$ cat config.mk
export PLATFORM = sky130hd
export DESIGN_NAME = sudoku_board_reader
export DESIGN_NICKNAME = d
export VERILOG_FILES = /design/src/rtl/sudoku_board_reader.sv
export SDC_FILE = /design/constraint.sdc
export NUM_CORES = 1
export LEC_CHECK = 0
export CAP_MARGIN = 10
export CORE_ASPECT_RATIO = 1.75
export CORE_MARGIN = 2
export CORE_UTILIZATION = 25
export DETAILED_ROUTE_END_ITERATION = 7
export DONT_BUFFER_PORTS = 1
export SLEW_MARGIN = 20
export SYNTH_ARGS = -nofsm -noshare
export SYNTH_HDL_FRONTEND = slang
export SYNTH_SLANG_ARGS = --single-unit
$ cat constraint.sdc
create_clock -name in_clka -period 3.7 [get_ports in_clka]
set_input_delay 0.74 -clock in_clka [delete_from_list [all_inputs] [get_ports in_clka]]
set_output_delay 0.74 -clock in_clka [all_outputs]
set_load 0.05 [all_outputs]
$ cat src/rtl/sudoku_board_reader.sv
// ============================================================================
//  Module      : sudoku_board_reader
//  Description : Snapshots a 4x4 Sudoku board and streams it cell by cell over
//                valid/ready while tracking fill count, duplicates and verdict.
//  Revision    : 1.0 - initial release
// ============================================================================
`default_nettype none

module sudoku_board_reader #(
    parameter int VAL_W     = 3,
    parameter int MAX_DIGIT = 4
) (
    input  logic                 in_clka,
    input  logic                 in_restart,
    input  logic                 in_start,
    input  logic [16*VAL_W-1:0]  in_board,
    input  logic                 in_ready,
    output logic                 out_valid,
    output logic [3:0]           out_cell_idx,
    output logic [VAL_W-1:0]     out_cell_val,
    output logic                 out_last,
    output logic                 out_busy,
    output logic                 out_done,
    output logic [4:0]           out_filled_count,
    output logic                 out_conflict,
    output logic                 out_bad_val,
    output logic                 out_solved
);

    localparam logic [VAL_W-1:0] C_MAX_VAL = VAL_W'(MAX_DIGIT);

    typedef enum logic [1:0] {
        ST_IDLE = 2'd0,
        ST_SEND = 2'd1,
        ST_DONE = 2'd2
    } state_t;

    state_t                r_state;
    logic [16*VAL_W-1:0]   r_snap;
    logic [3:0]            r_idx;
    logic                  r_valid;
    logic                  r_busy;
    logic                  r_done;
    logic [4:0]            r_filled;
    logic                  r_conflict;
    logic                  r_bad;
    logic                  r_solved;
    logic [MAX_DIGIT-1:0]  r_row_seen [4];
    logic [MAX_DIGIT-1:0]  r_col_seen [4];
    logic [MAX_DIGIT-1:0]  r_box_seen [4];

    logic                  w_xfer;
    logic [VAL_W-1:0]      w_cur_val;
    logic [1:0]            w_row;
    logic [1:0]            w_col;
    logic [1:0]            w_box;
    logic [MAX_DIGIT-1:0]  w_onehot;
    logic                  w_legal;
    logic                  w_illegal;
    logic                  w_dup;
    logic [4:0]            w_next_filled;
    logic                  w_next_conflict;
    logic                  w_next_bad;

    assign w_xfer    = r_valid & in_ready;
    assign w_cur_val = r_snap[VAL_W*r_idx +: VAL_W];
    assign w_row     = r_idx[3:2];
    assign w_col     = r_idx[1:0];
    assign w_box     = {r_idx[3], r_idx[1]};

    generate
        for (genvar k = 0; k < MAX_DIGIT; k++) begin : g_onehot
            assign w_onehot[k] = (w_cur_val == VAL_W'(k + 1));
        end
    endgenerate

    assign w_legal   = (w_cur_val != '0) && (w_cur_val <= C_MAX_VAL);
    assign w_illegal = (w_cur_val > C_MAX_VAL);
    assign w_dup     = |(w_onehot & (r_row_seen[w_row] | r_col_seen[w_col] | r_box_seen[w_box]));

    // Post-transfer values, so the verdict can be registered alongside out_done
    assign w_next_filled   = (w_xfer && w_legal) ? r_filled + 5'd1 : r_filled;
    assign w_next_conflict = r_conflict | (w_xfer & w_legal & w_dup);
    assign w_next_bad      = r_bad | (w_xfer & w_illegal);

    always_ff @(posedge in_clka) begin
        if (in_restart) begin
            r_state    <= ST_IDLE;
            r_snap     <= '0;
            r_idx      <= '0;
            r_valid    <= 1'b0;
            r_busy     <= 1'b0;
            r_done     <= 1'b0;
            r_filled   <= '0;
            r_conflict <= 1'b0;
            r_bad      <= 1'b0;
            r_solved   <= 1'b0;
            for (int i = 0; i < 4; i++) begin
                r_row_seen[i] <= '0;
                r_col_seen[i] <= '0;
                r_box_seen[i] <= '0;
            end
        end else begin
            r_done <= 1'b0;
            case (r_state)
                ST_IDLE: begin
                    if (in_start) begin
                        r_snap     <= in_board;
                        r_idx      <= '0;
                        r_valid    <= 1'b1;
                        r_busy     <= 1'b1;
                        r_filled   <= '0;
                        r_conflict <= 1'b0;
                        r_bad      <= 1'b0;
                        r_solved   <= 1'b0;
                        for (int i = 0; i < 4; i++) begin
                            r_row_seen[i] <= '0;
                            r_col_seen[i] <= '0;
                            r_box_seen[i] <= '0;
                        end
                        r_state    <= ST_SEND;
                    end
                end
                ST_SEND: begin
                    if (w_xfer) begin
                        if (w_legal) begin
                            r_row_seen[w_row] <= r_row_seen[w_row] | w_onehot;
                            r_col_seen[w_col] <= r_col_seen[w_col] | w_onehot;
                            r_box_seen[w_box] <= r_box_seen[w_box] | w_onehot;
                        end
                        r_filled   <= w_next_filled;
                        r_conflict <= w_next_conflict;
                        r_bad      <= w_next_bad;
                        if (r_idx == 4'd15) begin
                            r_valid  <= 1'b0;
                            r_done   <= 1'b1;
                            r_solved <= (w_next_filled == 5'd16) && !w_next_conflict && !w_next_bad;
                            r_state  <= ST_DONE;
                        end else begin
                            r_idx <= r_idx + 4'd1;
                        end
                    end
                end
                ST_DONE: begin
                    r_busy  <= 1'b0;
                    r_state <= ST_IDLE;
                end
                default: begin
                    r_valid <= 1'b0;
                    r_busy  <= 1'b0;
                    r_state <= ST_IDLE;
                end
            endcase
        end
    end

    assign out_valid        = r_valid;
    assign out_cell_idx     = r_idx;
    assign out_cell_val     = w_cur_val;
    assign out_last         = r_valid && (r_idx == 4'd15);
    assign out_busy         = r_busy;
    assign out_done         = r_done;
    assign out_filled_count = r_filled;
    assign out_conflict     = r_conflict;
    assign out_bad_val      = r_bad;
    assign out_solved       = r_solved;

endmodule

`default_nettype wire

Word level (Yosys, flattened, before mapping) --
Memory sizes are Yosys's and may differ from the RTL's. A register that Yosys moved wholly into a read port is not among the register bits. Index checks and enable logic that the tools add are counted.
Operators by class: add/subtract/negate cells 2, multiply operators 1, order comparisons 2, eq/ne operators 12, shift-type cells 1, mux-type cells 64, bitwise gates (word level) 27, reduce and logical (&&, ||, !) cells 22
Operators with widths (number):
- $mux 4 | 18
- $shiftx 48x7->3 | 1
- $mux 2 | 12
- $mux 1 | 23
- $or 4x4->4 | 5
- $reduce_or 4->1 | 4
- $mux 5 | 3
- $or 1x1->1 | 14
- $reduce_and 4->1 | 3
- $pmux 5 s2 | 1
- $ne 2x2->1 const B | 4
- $pmux 1 s2 | 4
- $pmux 4 s2 | 1
- $eq 3x2->1 const B | 2
- $mul 2x4->6 const A | 1
- $reduce_and 3->1 | 2
- $add 5x1->5 const B | 1
- $eq 5x5->1 const B | 1
- $logic_and 1x1->1 | 5
- $add 4x1->4 const B | 1
- $and 1x1->1 | 4
- $and 4x4->4 | 1
- $eq 4x4->1 const B | 1
- $pmux 2 s2 | 1
- other kinds (14) | 18
Storage, ports and cells: register bits after elaboration 65, RAM bits 48, input bits 52, output and inout bits 19, logic and storage cells 144, memories kept 3
Memories:
- r_box_seen | words 4, width 4, rd ports 1, clocked after memory_dff 1, wr ports 4, RTL line 50 | logic [MAX_DIGIT-1:0] r_box_seen [4];
- r_col_seen | words 4, width 4, rd ports 1, clocked after memory_dff 1, wr ports 4, RTL line 49 | logic [MAX_DIGIT-1:0] r_col_seen [4];
- r_row_seen | words 4, width 4, rd ports 1, clocked after memory_dff 1, wr ports 4, RTL line 48 | logic [MAX_DIGIT-1:0] r_row_seen [4];

Longest topological paths before layout --
depth after elaboration 13, gate-level depth with buffers 13, mapped depth without buffers 10

Least setup slack after synthesis --
No wires, ideal clock.
path kind register to register, from register r_idx[0] (netlist: out_cell_idx[0]), to memory r_row_seen[0][0] (enable), setup time 308 ps, data arrival time 3613 ps, required time 3392 ps, setup slack -220 ps, cell stages (with the launch flop) 13, path buffers 3, clock period less this slack 3920 ps, cells stage by stage dfxtp_1 -> buf_6 -> buf_12 -> mux4_2 -> a22oi_1 -> and3_4 -> buf_12 -> inv_1 -> ha_1 -> nor3b_2 -> nor2b_1 -> nand2b_1 -> nand2_1
RTL lines:
- from (decl) | RTL line 40 | logic [3:0] r_idx;
- from (signal assigned) | RTL line 140 | r_idx <= r_idx + 4'd1;
- to (decl) | RTL line 48

==> results.json <==
{
  "grt.met2_usage_pct": 23.59,
  "cp.required_ns": 3.81,
  "clk_path_buf_depth": 2,
  "wl_per_cell_um": 16.59,
  "final_max_slew_viol_count": 0,
  "clock.fmax_mhz": 298.8,
  "drive_above_1_share_pct": 16.26,
  "crit_type": "flip-flop to flip-flop",
  "path_cells": "mux4_2 > a22oi_1 > and3_1 > nand2_1 > ha_1 > nor3b_4 > nor2b_1 > nand2_1 > nand2_1",
  "fill_cells": 2215,
  "reg2reg_from": "out_cell_idx[0]$_SDFFE_PP0P_",
  "dp.final_hpwl_um": 10540,
  "viasPerCell": 4.599,
  "cts.sinks": 117,
  "register_area_um2": 2825,
  "grt_util_met3_pct": 2.821,
  "antenna_found_initial": 0,
  "num_vias": 3803,
  "cts_buffers": 17,
  "cp-end-kind": "flip-flop",
  "place_area_um2": 5736,
  "grt.overflow.total": 0,
  "fin_skew_ns": 0.009920,
  "syn_avg_cell_area_um2": 10.37,
  "final_area_um2": 6330,
  "syn_nets": 584,
  "gp_congestion": 0.8093,
  "rows": 71,
  "hold_start": "in_restart",
  "synth_cell_type_count": 49,
  "relSlewSlack_pct": 29.87,
  "cts_resized": 0,
  "hold_path.class": "input pin to flip-flop",
  "die_y_um": 199.3,
  "area_growth_pct": 16.22,
  "clk_latency_ns": 0.42,
  "ctsRootBufferMaster": "clkbuf_16",
  "period_minus_slack_ns": 3.347,
  "slowest_stage": "dfxtp_2",
  "dieArea_um2": 23030,
  "setup_tns_ns": 0,
  "run_status": "finished, final reports clean",
  "grt_pass1_vias": 3960,
  "cp-startpoint": "out_cell_idx[0]$_SDFFE_PP0P_",
  "fin_crit_sh_pct": 90.46,
  "crit_top_cell": "nand2_1",
  "hold_viol": 0,
  "grt.total_usage_pct": 12.38,
  "power_leakage_nw": 2.177,
  "final_util_pct": 29.57,
  "grt-busiest-layer": "met2",
  "multi_input_area_um2": 2414,
  "nets": 581,
  "post-place-cells": 795,
  "grt_pass1_wl_um": 21090,
  "ioPinCount": 71,
  "clkSlewWorstSetupHoldPaths_ns": 0.06,
  "htree_levels": 4,
  "first_pass_iters": 4,
  "synth_edf_count": 48,
  "async_reset_ff_share_pct": 0,
  "cap_violations": 0,
  "remaining_drc_errors": 0,
  "cpPeakStageDelay_ns": 0.58,
  "ctsHoldBuffers": 0,
  "fin_cells": 827,
  "worst_pin_slew_ns": 1.052,
  "ir_drop_v": 0.0003523,
  "dpl_worst_slack_ns": 0.3253,
  "setup_slack_ns": 0.3528,
  "ant_nets": 0,
  "cts_tree": "built",
  "wirelength_um": 13720,
  "ys_ff_latch": 117,
  "synthCells": 525,
  "ys_seq_area_share_pct": 51.83,
  "synth_warnings": 0,
  "post_cts_buffers": 0,
  "drt_iter0_drc": 197,
  "synth_area_um2": 5446,
  "synthFlopType": "dfxtp_1",
  "power.density_nw_per_um2": 530.4,
  "n_antenna_cell": 0,
  "initial_core_util_pct": 25.44,
  "grt_util_met1_pct": 11.86,
  "die-width_um": 115.6,
  "worstPathMaxFanout": 13,
  "critPathLaunchType": "flip-flop",
  "worstPathArrival_ns": 3.46,
  "numPortBuffers": 0,
  "grt_max_degree": 67,
  "finalSetupViolCount": 0,
  "core_area_um2": 21410,
  "rsz0062_at_grt": "no"
}
## cells by family after synthesis
kind of cell               Yosys count  synth area share, %
and+or+nand+nor                    242                19.23
DFF                                117                51.83
AOI/OAI and AO/OA                   88                12.13
xor gates and xnor gates             4               0.6432
muxes                               25                10.41
buffers and inverters               42                4.158
adders and majority gates            7                1.608
## placed cells by master (no fill, tap or decap), drive strengths merged, types with 7 or more instances in the layout
cell type / Yosys / final
nand2: 126 / 126
edfxtp: 48 / 48
a31oi: 9 / 9
nor2: 65 / 65
mux4: 24 / 24
inv: 7 / 16
ha: 7 / 7
buf: 12 / 13
nand3: 10 / 10
clkbuf: 23 / 19
dfxtp: 69 / 69
a21oi: 57 / 57
## Yosys cell counts (2+ instances only)
library cell  instances  share of area (%)
clkbuf_1             23                1.6
mux4_2               20                8.3
nor3b_1               3               0.41
nand2_1             126                8.7
nor3_1                6               0.55
buf_2                 5               0.46
nand3_1              10               0.92
buf_12                2               0.74
o21ai_0               4               0.37
nor2_1               65                4.5
dfxtp_1              69                 25
edfxtp_1             48                 26
buf_1                 2               0.14
nand4_1               5               0.57
nand2b_1              6               0.69
xor2_1                4               0.64
mux4_1                4                1.9
ha_1                  7                1.6
nand3b_1              3               0.41
o21a_1                2               0.28
a21oi_1              57                5.2
buf_6                 3               0.62
a31oi_4               9                3.5
or3_1                 3               0.34
and3_1                3               0.34
nor2b_1               5               0.57
inv_1                 5               0.34
a22oi_1               5               0.69
## worst max-delay path: cells and delay by family, from the launching register on
| kind | cells | cell delay, ns |
|---|---|---|
| AND/OR/NAND/NOR | 6 | 1.29 |
| flip-flops | 1 | 0.58 |
| multiplexers | 1 | 0.57 |
| adder cells (fa/ha/maj) | 1 | 0.36 |
| AO/OA/AOI/OAI | 1 | 0.24 |
## sequential cells by signal, indices dropped and copies added, names as in the netlist, 2 cells and up, named ones only
| signal | cells |
|---|---|
| r_row_seen | 16 |
| out_filled_count | 5 |
| out_cell_idx | 4 |
| r_box_seen | 16 |
| r_snap | 48 |
| r_col_seen | 16 |
| r_state | 2 |
## final timing paths
| kind | slack, ns | endpoint | depth (start not counted) |
|---|---|---|---|
| worst max-delay path | 0.35 | r_box_seen[1][2]$_SDFFCE_PN0P_ | 9 |
| worst min-delay path | 0.39 | out_filled_count[0]$_SDFFE_PP0P_ | 1 |
| worst max register to register | 0.35 | r_box_seen[1][2]$_SDFFCE_PN0P_ | 9 |
| worst min register to register | 0.45 | r_snap[4]$_SDFFE_PP0P_ | 2 |
## power breakdown
group | internal, mW | leakage [nW] | total (mW) | switching (mW)
clock | 0.999 | 0.288 | 1.64 | 0.636
combinational | 0.0943 | 0.800 | 0.270 | 0.176
sequential | 1.41 | 1.09 | 1.45 | 0.0399
## per-stage QoR
stage / power, mW / hold slack, ns
global route: 3.474 / 0.3783
floorplan: 1.690 / 0.4315
detailed placement: 1.752 / 0.4395
CTS: 3.385 / 0.3759
finish: 3.357 / 0.3936
global placement: 1.749 / 0.4353
## layout make-up
class,instances,area share [%]
flip-flops and latches,117,44.63
clock buffers,19,7.333
well taps,292,5.772
multi-input cells,366,38.13
clock inverters,13,2.056
repair buffers,13,1.542
inverters,7,0.5337
## layer usage
layer	vias to the layer above	wire length, µm	share of wire [%]
met2	96	7882	57
met1	1825	4720	34
met5	-	0	0
met4	0	486	3.5
li1	1850	-	-
met3	32	633	4.6
Power figures use the tool's default switching activity.
